**config.mk**
```make
export PLATFORM = sky130hd
export DESIGN_NAME = itlb_fa
export DESIGN_NICKNAME = d
export VERILOG_FILES = /design/src/rtl/itlb_fa.sv
export SDC_FILE = /design/constraint.sdc
export NUM_CORES = 1
export LEC_CHECK = 0
export CELL_PAD_IN_SITES_DETAIL_PLACEMENT = 1
export CELL_PAD_IN_SITES_GLOBAL_PLACEMENT = 1
export CORE_MARGIN = 2
export CORE_UTILIZATION = 55
export CTS_CLUSTER_DIAMETER = 100
export DETAILED_ROUTE_END_ITERATION = 10
export DONT_BUFFER_PORTS = 1
export PLACE_DENSITY = 0.85
export REMOVE_ABC_BUFFERS = 1
export SETUP_SLACK_MARGIN = 0.3
export SLEW_MARGIN = 30
export SYNTH_ARGS = -nofsm -noshare
export SYNTH_HDL_FRONTEND = slang
export SYNTH_SLANG_ARGS = --single-unit
```
**constraint.sdc**
```tcl
create_clock -name clk -period 6.3 [get_ports clk]
set_clock_uncertainty 0.05 [all_clocks]
set_input_delay 1.26 -clock clk [delete_from_list [all_inputs] [get_ports clk]]
set_output_delay 1.26 -clock clk [all_outputs]
set_load 0.1 [all_outputs]
```
**src/rtl/itlb_fa.sv**
```systemverilog
// ============================================================================
// Module  : itlb_fa
// Brief   : Fully associative instruction TLB. Same-cycle translation on hit;
//           on miss, stalls fetch, issues one PTW walk and installs the result.
//           Optional hit/miss counters are enabled by ITLB_PERF_CNT_EN.
// Revision: 1.0 - initial release
// ============================================================================
`default_nettype none

module itlb_fa #(
  parameter int VA_WIDTH          = 32,
  parameter int PC_BITS           = 20,
  parameter int PAGE_OFFSET_WIDTH = 12,
  parameter int VPN_WIDTH         = VA_WIDTH - PAGE_OFFSET_WIDTH,
  parameter int PPN_WIDTH         = PC_BITS - PAGE_OFFSET_WIDTH,
  parameter int ENTRIES           = 8
) (
  input  logic                 clk,
  input  logic                 rst_n,
  input  logic                 F_va_valid,
  input  logic [VA_WIDTH-1:0]  F_va,
  output logic [PC_BITS-1:0]   F_pa,
  output logic                 F_tlb_hit,
  output logic                 F_tlb_stall,
  input  logic                 Itlb_flush,
  output logic                 Itlb_pa_request,
  output logic [VPN_WIDTH-1:0] Itlb_va,
  input  logic                 F_ptw_valid,
  input  logic [PPN_WIDTH-1:0] F_ptw_pa
`ifdef ITLB_PERF_CNT_EN
  ,
  output logic [31:0]          Itlb_hit_cnt,
  output logic [31:0]          Itlb_miss_cnt
`endif
);

  localparam int C_IDX_W = $clog2(ENTRIES);

  typedef enum logic [1:0] {
    S_IDLE  = 2'd0,
    S_REQ   = 2'd1,
    S_WAIT  = 2'd2,
    S_DRAIN = 2'd3
  } state_t;

  state_t               r_state;
  state_t               w_state_nxt;
  logic [ENTRIES-1:0]   r_valid;
  logic [VPN_WIDTH-1:0] r_tag [ENTRIES];
  logic [PPN_WIDTH-1:0] r_ppn [ENTRIES];
  logic [C_IDX_W-1:0]   r_rr;
  logic [VPN_WIDTH-1:0] r_vpn;
  logic                 r_req;

  logic [VPN_WIDTH-1:0] w_va_vpn;
  logic [ENTRIES-1:0]   w_match;
  logic                 w_hit_any;
  logic [C_IDX_W-1:0]   w_hit_idx;
  logic                 w_all_valid;
  logic [C_IDX_W-1:0]   w_free_idx;
  logic [C_IDX_W-1:0]   w_victim;
  logic                 w_start;
  logic                 w_fill;

  assign w_va_vpn = F_va[VA_WIDTH-1:PAGE_OFFSET_WIDTH];

  generate
    for (genvar g = 0; g < ENTRIES; g++) begin : g_match
      assign w_match[g] = r_valid[g] && (r_tag[g] == w_va_vpn);
    end
  endgenerate

  // Descending scans so the lowest matching / free index is the one kept.
  always_comb begin
    w_hit_idx  = '0;
    w_free_idx = '0;
    for (int i = ENTRIES - 1; i >= 0; i--) begin
      if (w_match[i])  w_hit_idx  = C_IDX_W'(i);
      if (!r_valid[i]) w_free_idx = C_IDX_W'(i);
    end
  end

  assign w_hit_any   = |w_match;
  assign w_all_valid = &r_valid;
  assign w_victim    = w_all_valid ? r_rr : w_free_idx;

  always_comb begin
    w_state_nxt = r_state;
    w_start     = 1'b0;
    w_fill      = 1'b0;
    case (r_state)
      S_IDLE: begin
        if (F_va_valid && !w_hit_any && !Itlb_flush) begin
          w_start     = 1'b1;
          w_state_nxt = S_REQ;
        end
      end
      S_REQ: begin
        w_state_nxt = Itlb_flush ? S_DRAIN : S_WAIT;
      end
      S_WAIT: begin
        // A flush racing the response drops the fill; the walk is then complete.
        if (Itlb_flush) begin
          w_state_nxt = F_ptw_valid ? S_IDLE : S_DRAIN;
        end else if (F_ptw_valid) begin
          w_fill      = 1'b1;
          w_state_nxt = S_IDLE;
        end
      end
      S_DRAIN: begin
        if (F_ptw_valid) w_state_nxt = S_IDLE;
      end
      default: w_state_nxt = S_IDLE;
    endcase
  end

  always_ff @(posedge clk or negedge rst_n) begin
    if (!rst_n) begin
      r_state <= S_IDLE;
      r_req   <= 1'b0;
      r_vpn   <= '0;
      r_valid <= '0;
      r_rr    <= '0;
    end else begin
      r_state <= w_state_nxt;
      r_req   <= w_start;
      if (w_start) r_vpn <= w_va_vpn;
      if (Itlb_flush) begin
        r_valid <= '0;
      end else if (w_fill) begin
        r_valid[w_victim] <= 1'b1;
      end
      if (w_fill && w_all_valid) r_rr <= r_rr + 1'b1;
    end
  end

  // Tag/PPN storage is qualified by r_valid, so it needs no reset.
  always_ff @(posedge clk) begin
    if (w_fill) begin
      r_tag[w_victim] <= r_vpn;
      r_ppn[w_victim] <= F_ptw_pa;
    end
  end

  assign F_tlb_hit       = F_va_valid && w_hit_any && (r_state == S_IDLE);
  assign F_pa            = F_tlb_hit ? {r_ppn[w_hit_idx], F_va[PAGE_OFFSET_WIDTH-1:0]}
                                     : '0;
  assign F_tlb_stall     = (r_state != S_IDLE) || (F_va_valid && !w_hit_any);
  assign Itlb_pa_request = r_req;
  assign Itlb_va         = r_vpn;

`ifdef ITLB_PERF_CNT_EN
  logic [31:0] r_hit_cnt;
  logic [31:0] r_miss_cnt;

  always_ff @(posedge clk or negedge rst_n) begin
    if (!rst_n) begin
      r_hit_cnt  <= '0;
      r_miss_cnt <= '0;
    end else begin
      if (F_tlb_hit) r_hit_cnt  <= r_hit_cnt + 32'd1;
      if (w_start)   r_miss_cnt <= r_miss_cnt + 32'd1;
    end
  end

  assign Itlb_hit_cnt  = r_hit_cnt;
  assign Itlb_miss_cnt = r_miss_cnt;
`endif

endmodule

`default_nettype wire
```
==> results of run 1 <==
per-layer routing:
metal	GRT usage	wire (µm)	vias up
li1	-	-	2611
met1	0.338	10600	3169
met2	0.529	15200	253
met3	0.0652	2130	71
met4	0.120	1100	0
met5	0	0	-
flip-flops by register name, summed over array words and instances, names as in the netlist:
| name | flops |
|---|---|
| r_tag | 160 |
| r_valid | 8 |
| r_ppn | 64 |
| r_rr | 3 |
| Itlb_pa_request | 1 |
| r_state | 2 |
| Itlb_va | 20 |
power groups by stage:
stage               logic [mW]  clock network (mW)  registers, mW
floorplan                0.181                   0           2.77
global placement         0.330                   0           2.78
detailed placement       0.349                   0           2.81
CTS                      0.357                1.62           2.78
global route             0.377                1.68           2.80
finish                   0.358                1.60           2.78
through the flow:
step | instances | hold slack (ns)
3_5_place_dp | 952 | 0.416
5_1_grt | 1001 | 0.349
3_3_place_gp | 952 | 0.419
2_1_floorplan | 654 | 0.395
6_report | 1001 | 0.371
4_1_cts | 1001 | 0.355
how the worst min path moves through the flow:
stage                     slack, ns  depth (start not counted)                      end
final                          0.37                          0  Itlb_va[17]$_DFFE_PN0P_
after global routing           0.35                          0  Itlb_va[17]$_DFFE_PN0P_
after CTS                      0.36                          0  Itlb_va[17]$_DFFE_PN0P_
after detailed placement       0.42                          1      r_rr[2]$_DFFE_PN0P_
after global placement         0.42                          1      r_rr[2]$_DFFE_PN0P_
after floorplan                0.40                          1      r_rr[2]$_DFFE_PN0P_
final cells by class:
| type | count | area [µm²] | area share |
|---|---|---|---|
| sequential | 258 | 7600 | 0.619 |
| inverter | 4 | 15.0 | 0.00122 |
| multi-input combinational | 392 | 3050 | 0.248 |
| timing repair buffer | 33 | 398 | 0.0324 |
| tap | 265 | 332 | 0.0270 |
| clock buffer | 38 | 747 | 0.0609 |
| clock inverter | 11 | 135 | 0.0110 |
cells by family (layout without fill, tap and decap cells):
group           count (synthesis)  in the layout  synth area share
buf+inv                        35             86            0.0201
compound gates                 54             54            0.0390
fa+ha+maj                       1              1           0.00116
flops                         258            258             0.702
mux                            36             36            0.0376
simple gates                  139            139            0.0687
xor+xnor                      162            162             0.131
synthesized netlist by cell type, drive strengths merged (7+ instances only):
cell type / number
nand2: 33
edfxtp: 224
mux2: 36
a31oi: 8
xnor2: 114
nand3: 11
buf: 28
o21ai: 12
a221oi: 8
xor2: 48
nor2: 14
dfrtp: 34
nor4: 19
nand4: 32
nor3: 10
o221a: 7
and2: 14
placed cells by master (no fill, tap or decap), types with 4 or more instances in the layout:
| master | count |
|---|---|
| nor3_2 | 8 |
| nor2_1 | 14 |
| clkinv_2 | 4 |
| a221oi_1 | 8 |
| mux2_2 | 34 |
| and3_1 | 4 |
| edfxtp_1 | 224 |
| and2_1 | 14 |
| buf_4 | 21 |
| o21a_1 | 4 |
| nand3_1 | 11 |
| a21o_1 | 5 |
| a31oi_1 | 8 |
| nand2_1 | 33 |
| clkbuf_1 | 8 |
| xor2_1 | 48 |
| buf_12 | 12 |
| o21ai_0 | 11 |
| dfrtp_1 | 17 |
| o221a_2 | 7 |
| xnor2_1 | 114 |
| dfrtp_2 | 17 |
| clkbuf_16 | 27 |
| nand4_1 | 32 |
| nor4_1 | 16 |
==> flow_summary.yaml, run 1 <==
synth:
  yosys_warnings: 0
  synth_cell_type_count: 40
  synthArstFlopShare: 0.132
  synth_top_cell_by_area: "edfxtp_1"
  synth_seq_cells: 258
  ys_seq_area_frac: 0.702
  synth_flop_cell: "edfxtp_1"
  synthTopCellsByArea: "edfxtp_1, xnor2_1, dfrtp_1"
  netlist_area_um2: 10800
  synthCells: 685
  synth_edf_count: 224
  synth_top_cell_area_share: 0.623
  syn-mean-instance-area_um2: 15.8
global_routing:
  grt_pass1_wl_um: 43800
  grt_usage: 0.293
  grt-ovfl-total: 0
  grt_max_degree: 35
  grt_pass1_vias: 6856
  antenna_found_initial: 0
power_and_ir_drop:
  p_int_mw: 3.20
  totalPowerFinal_mw: 4.74
  sequentialPowerShare: 0.586
  power.share.clock: 0.338
  switching_power_mw: 1.53
  p_per_area_nw_per_um2: 386
  power.leakage_nw: 4.12
  p_sw_frac: 0.324
  comb_power_share: 0.076
  peakVddDrop_mv: 0.507
place:
  dp_hpwl_um: 18300
  numPortBuffers: 0
  dpl_cell_area_um2: 11400
  place_congestion: 0.846
  place_ws_ns: 0.498
floorplanning:
  start_util: 0.558
  die_area_um2: 20800
  die_w_um: 144
  io_pins: 88
  placementRows: 51
  die_h_um: 144
  coreArea_um2: 19300
detailed_routing:
  vias_per_cell: 6.10
  via_count: 6104
  postRouteAntennaNets: 0
  avgRoutedWirePerCell_um: 29.0
  dr.pass1.iters: 5
  drc: 0
  drtIter0Drc: 448
  wl_um: 29000
cells_and_area:
  final_layout_size_suffix_gt1_frac: 0.193
  diodes: 0
  finalInstanceArea_um2: 12300
  fin_util: 0.635
  final_nets: 762
  fillers: 1751
  syn_to_final_growth_pct: 13.7
critical_path:
  slowest_delay_ns: 0.63
  cpMaxStageDelayCell: "o221a_2"
  worstSetupStartpointType: "input port"
  rr_startpoint: "r_tag[2][10]$_DFFE_PP_"
  crit_chain: "xnor2_1 > nand4_1 > nor4_1 > nand4_1 > buf_4 > nand2_1 > nor4_2 > or2_1 > a221oi_1 > o221a_2"
  r2r_end: "Itlb_va[11]$_DFFE_PN0P_"
  path_common_cell: "nand4_1"
  crit_cells: 10
  path_buf_inv: 1
  cp_max_fo: 28
  r2r_cells: 10
  cp.required_ns: 4.99
  crit_end: "F_pa[19]"
  worst-setup-path-type: "input port to output pin"
  endpoint_kind: "output pin"
  crit_family: "simple AND/OR/NAND/NOR gates"
  arrival_ns: 4.37
  crit_start: "F_va[22]"
  r2r_setup_slack_ns: 3.07
timing:
  rsz0062_at_grt: "no"
  final.min_clock_period_ns: 5.68
  setup_ws_ns: 0.623
  hold_viol_final: 0
  tightest_slew_ns: 0.976
  maxSlewViolCount: 0
  setup_tns_ns: 0
  fmax_mhz: 176
  slew-limit-headroom: 0.346
  period_share: 0.901
  setup_viol: 0
cts:
  cts_tree: "built"
  cts_buffers: 27
  postCtsSetupBuffers: 0
  clock_latency_ns: 0.53
  holdBufCountCts: 0
  clockBufferDepth: 3
  root_buffer: "clkbuf_16"
  clk_pin_slew_ns: 0.07
  cts_num_sinks: 258
  cts.htree.levels: 1
  cts_resized: 0
run_status:
  status: "complete, no violations"
run:
  maxCapViolCount: 0
min_path:
  hold_class: "input port to async pin"
Note: power is estimated with default switching activity, not from simulation.
==> run 2, diff against run 1 <==
--- a/config.mk
+++ b/config.mk
@@ -5,14 +5,15 @@
 export SDC_FILE = /design/constraint.sdc
 export NUM_CORES = 1
 export LEC_CHECK = 0
+export ABC_AREA = 1
 export CELL_PAD_IN_SITES_DETAIL_PLACEMENT = 1
 export CELL_PAD_IN_SITES_GLOBAL_PLACEMENT = 1
 export CORE_MARGIN = 2
-export CORE_UTILIZATION = 55
+export CORE_UTILIZATION = 54
 export CTS_CLUSTER_DIAMETER = 100
 export DETAILED_ROUTE_END_ITERATION = 10
 export DONT_BUFFER_PORTS = 1
-export PLACE_DENSITY = 0.85
+export PLACE_DENSITY = 0.88
 export REMOVE_ABC_BUFFERS = 1
 export SETUP_SLACK_MARGIN = 0.3
 export SLEW_MARGIN = 30
==> run 2 against run 1 <==
Die area grew 8.7%. Cell count grew 41%. Sequential share of layout area shrank 4.1 points. Largest cell class unchanged. Highest routed layer unchanged.
==> flow_summary.yaml, run 2 <==
run:
  maxCapViolCount: 0
cts:
  clk_pin_slew_ns: 0.08
  cts_num_sinks: 258
  clock_latency_ns: 0.56
  postCtsSetupBuffers: 0
  clockBufferDepth: 3
  root_buffer: "clkbuf_16"
  cts_buffers: 26
  cts_tree: "built"
  cts.htree.levels: 1
cells_and_area:
  diodes: 0
  layout_commonest_cell: "edfxtp_1"
  final_nets: 1164
  fillers: 2166
  largest_register: "r_tag"
  stdcell_count: 1413
  final_layout_size_suffix_gt1_frac: 0.144
  fin_util: 0.624
  multi_input_area_um2: 3360
  syn_to_final_growth_pct: 13.6
  largest_reg_flops: 160
  mostFrequentLayoutCells: "edfxtp_1, nand2_1, inv_1"
  seq_area_um2: 7580
  finalInstanceArea_um2: 13100
detailed_routing:
  vias_per_cell: 6.48
  dr.pass1.iters: 6
  drtIter0Drc: 1361
  via_count: 9158
  drc: 0
  avgRoutedWirePerCell_um: 29.2
  postRouteAntennaNets: 0
  wl_um: 41300
synth:
  synth_cell_type_count: 42
  synth_seq_cells: 258
  netlist_area_um2: 11500
  yosys_warnings: 0
  synthCells: 1080
  synth_edf_count: 224
  synth_top_cell_area_share: 0.583
  synth.most_common_cell: "edfxtp_1"
  synthArstFlopShare: 0.132
  synth_top_cell_by_area: "edfxtp_1"
  syn-mean-instance-area_um2: 10.7
  synthTopCellsByArea: "edfxtp_1, dfrtp_1, nand2_1"
  synth_flop_cell: "edfxtp_1"
  ys_seq_area_frac: 0.656
  synth_common_cells: "edfxtp_1, nand2_1, nor2_1"
timing:
  final.min_clock_period_ns: 5.78
  setup_ws_ns: 0.516
  hold_viol_final: 0
  period_share: 0.918
  whs_ns: 0.348
  setup_viol: 0
  maxSlewViolCount: 0
  setup_tns_ns: 0
  tightest_slew_ns: 0.875
  rsz0062_at_grt: "no"
  fmax_mhz: 173
  slew-limit-headroom: 0.417
critical_path:
  arrival_ns: 4.47
  cp_max_fo: 40
  worstSetupStartpointType: "input port"
  cp.required_ns: 4.99
  endpoint_kind: "output pin"
  worst-setup-path-type: "input port to output pin"
power_and_ir_drop:
  peakVddDrop_mv: 0.473
  p_per_area_nw_per_um2: 367
  power.leakage_nw: 5.11
  totalPowerFinal_mw: 4.81
floorplanning:
  coreArea_um2: 21000
  die_area_um2: 22600
  io_pins: 88
  die_h_um: 150
  placementRows: 53
  die_w_um: 150
  start_util: 0.549
place:
  dpl_cell_area_um2: 12200
  dp_cells: 1362
  place_congestion: 0.943
  dp_hpwl_um: 26400
  place_ws_ns: 0.702
  numPortBuffers: 0
global_routing:
  grt_pass1_vias: 9538
  grt_pass1_wl_um: 59500
  antenna_found_initial: 0
  grt_max_degree: 41
  grt_usage: 0.365
  grt-ovfl-total: 0
run_status:
  status: "complete, no violations"
min_path:
  hold_class: "input port to async pin"
-- run 2: cell types whose count changed after synthesis, moves of 18 or more --
| cell | previous run | this run |
|---|---|---|
| o22ai_1 | 0 | 26 |
| inv_1 | 3 | 119 |
| o21ai_0 | 11 | 38 |
| a21oi_1 | 1 | 31 |
| xor2_1 | 48 | 23 |
| nor2_1 | 14 | 142 |
| inv_2 | 0 | 18 |
| nand2_1 | 33 | 216 |
| xnor2_1 | 114 | 26 |
| nand3_1 | 11 | 66 |
| mux2_2 | 34 | 0 |
-- run 2: cells by family (layout without fill, tap and decap cells) --
kind of cell | after synthesis | in the layout | synth area share
simple gates | 481 | 481 | 0.182
flops | 258 | 258 | 0.656
buf+inv | 174 | 232 | 0.0638
compound gates | 117 | 117 | 0.0593
xor+xnor | 49 | 49 | 0.0372
fa+ha+maj | 1 | 1 | 0.00108
-- run 2: power by group --
group | internal [mW] | switching (mW) | total (mW)
Clock | 0.818 | 0.697 | 1.52
Sequential | 2.12 | 0.284 | 2.40
Combinational | 0.158 | 0.737 | 0.895
Total | 3.09 | 1.72 | 4.81
-- run 2: timing repair --
| item | in CTS | in global routing |
|---|---|---|
| endpoints found under the hold margin | 0 | 0 |
| hold buffers | 0 | 0 |
| endpoints found under the setup margin | 0 | 3 |
| gates resized for setup | 0 | 1 |
-- run 2: metal layers --
metal  share of wire  global-route usage  vias to the layer above
met5               0                   0                        -
met4           0.065               0.201                        0
met3            0.10              0.0945                      206
met2            0.48               0.597                      711
met1            0.35               0.442                     4544
li1                -                   -                     3697
-- run 2: critical path, cell delays in order --
cell and delay [ns]:
inv_2 0.21, o22ai_1 0.12, nor2_1 0.19, nand2_1 0.09
nor2_1 0.26, nand3_1 0.25, nand2_1 0.14, nand2_1 0.06
nand2_1 0.06, nand2_1 0.06, nand2_2 0.42, nand2_4 0.40
nand2_1 0.23, nand2_1 0.09, nor2_1 0.14, nor2_1 0.08
nor2_2 0.09, buf_4 0.29
-- run 2: cell type report --
class                      instances  area share
clock inverter                    14     0.00544
timing repair buffer              46      0.0386
clock buffer                      34      0.0558
inverter                         138      0.0395
tap                              275      0.0262
sequential                       258       0.578
multi-input combinational        648       0.256
-- run 2: final timing paths --
| path | start | endpoint | slack, ns | cells past startpoint |
|---|---|---|---|---|
| worst max-delay path | F_va[15] | F_pa[13] | 0.52 | 18 |
| worst min-delay path | rst_n | Itlb_va[18]$_DFFE_PN0P_ | 0.35 | 0 |
| max in group asynchronous | rst_n | Itlb_va[16]$_DFFE_PN0P_ | 5.74 | 0 |
| worst max register to register | r_valid[3]$_DFFE_PN0P_ | r_tag[7][0]$_DFFE_PP_ | 2.63 | 7 |
| min in group clk | Itlb_va[15]$_DFFE_PN0P_ | r_tag[4][15]$_DFFE_PP_ | 0.45 | 0 |
| worst min register to register | Itlb_va[15]$_DFFE_PN0P_ | r_tag[4][15]$_DFFE_PP_ | 0.45 | 0 |
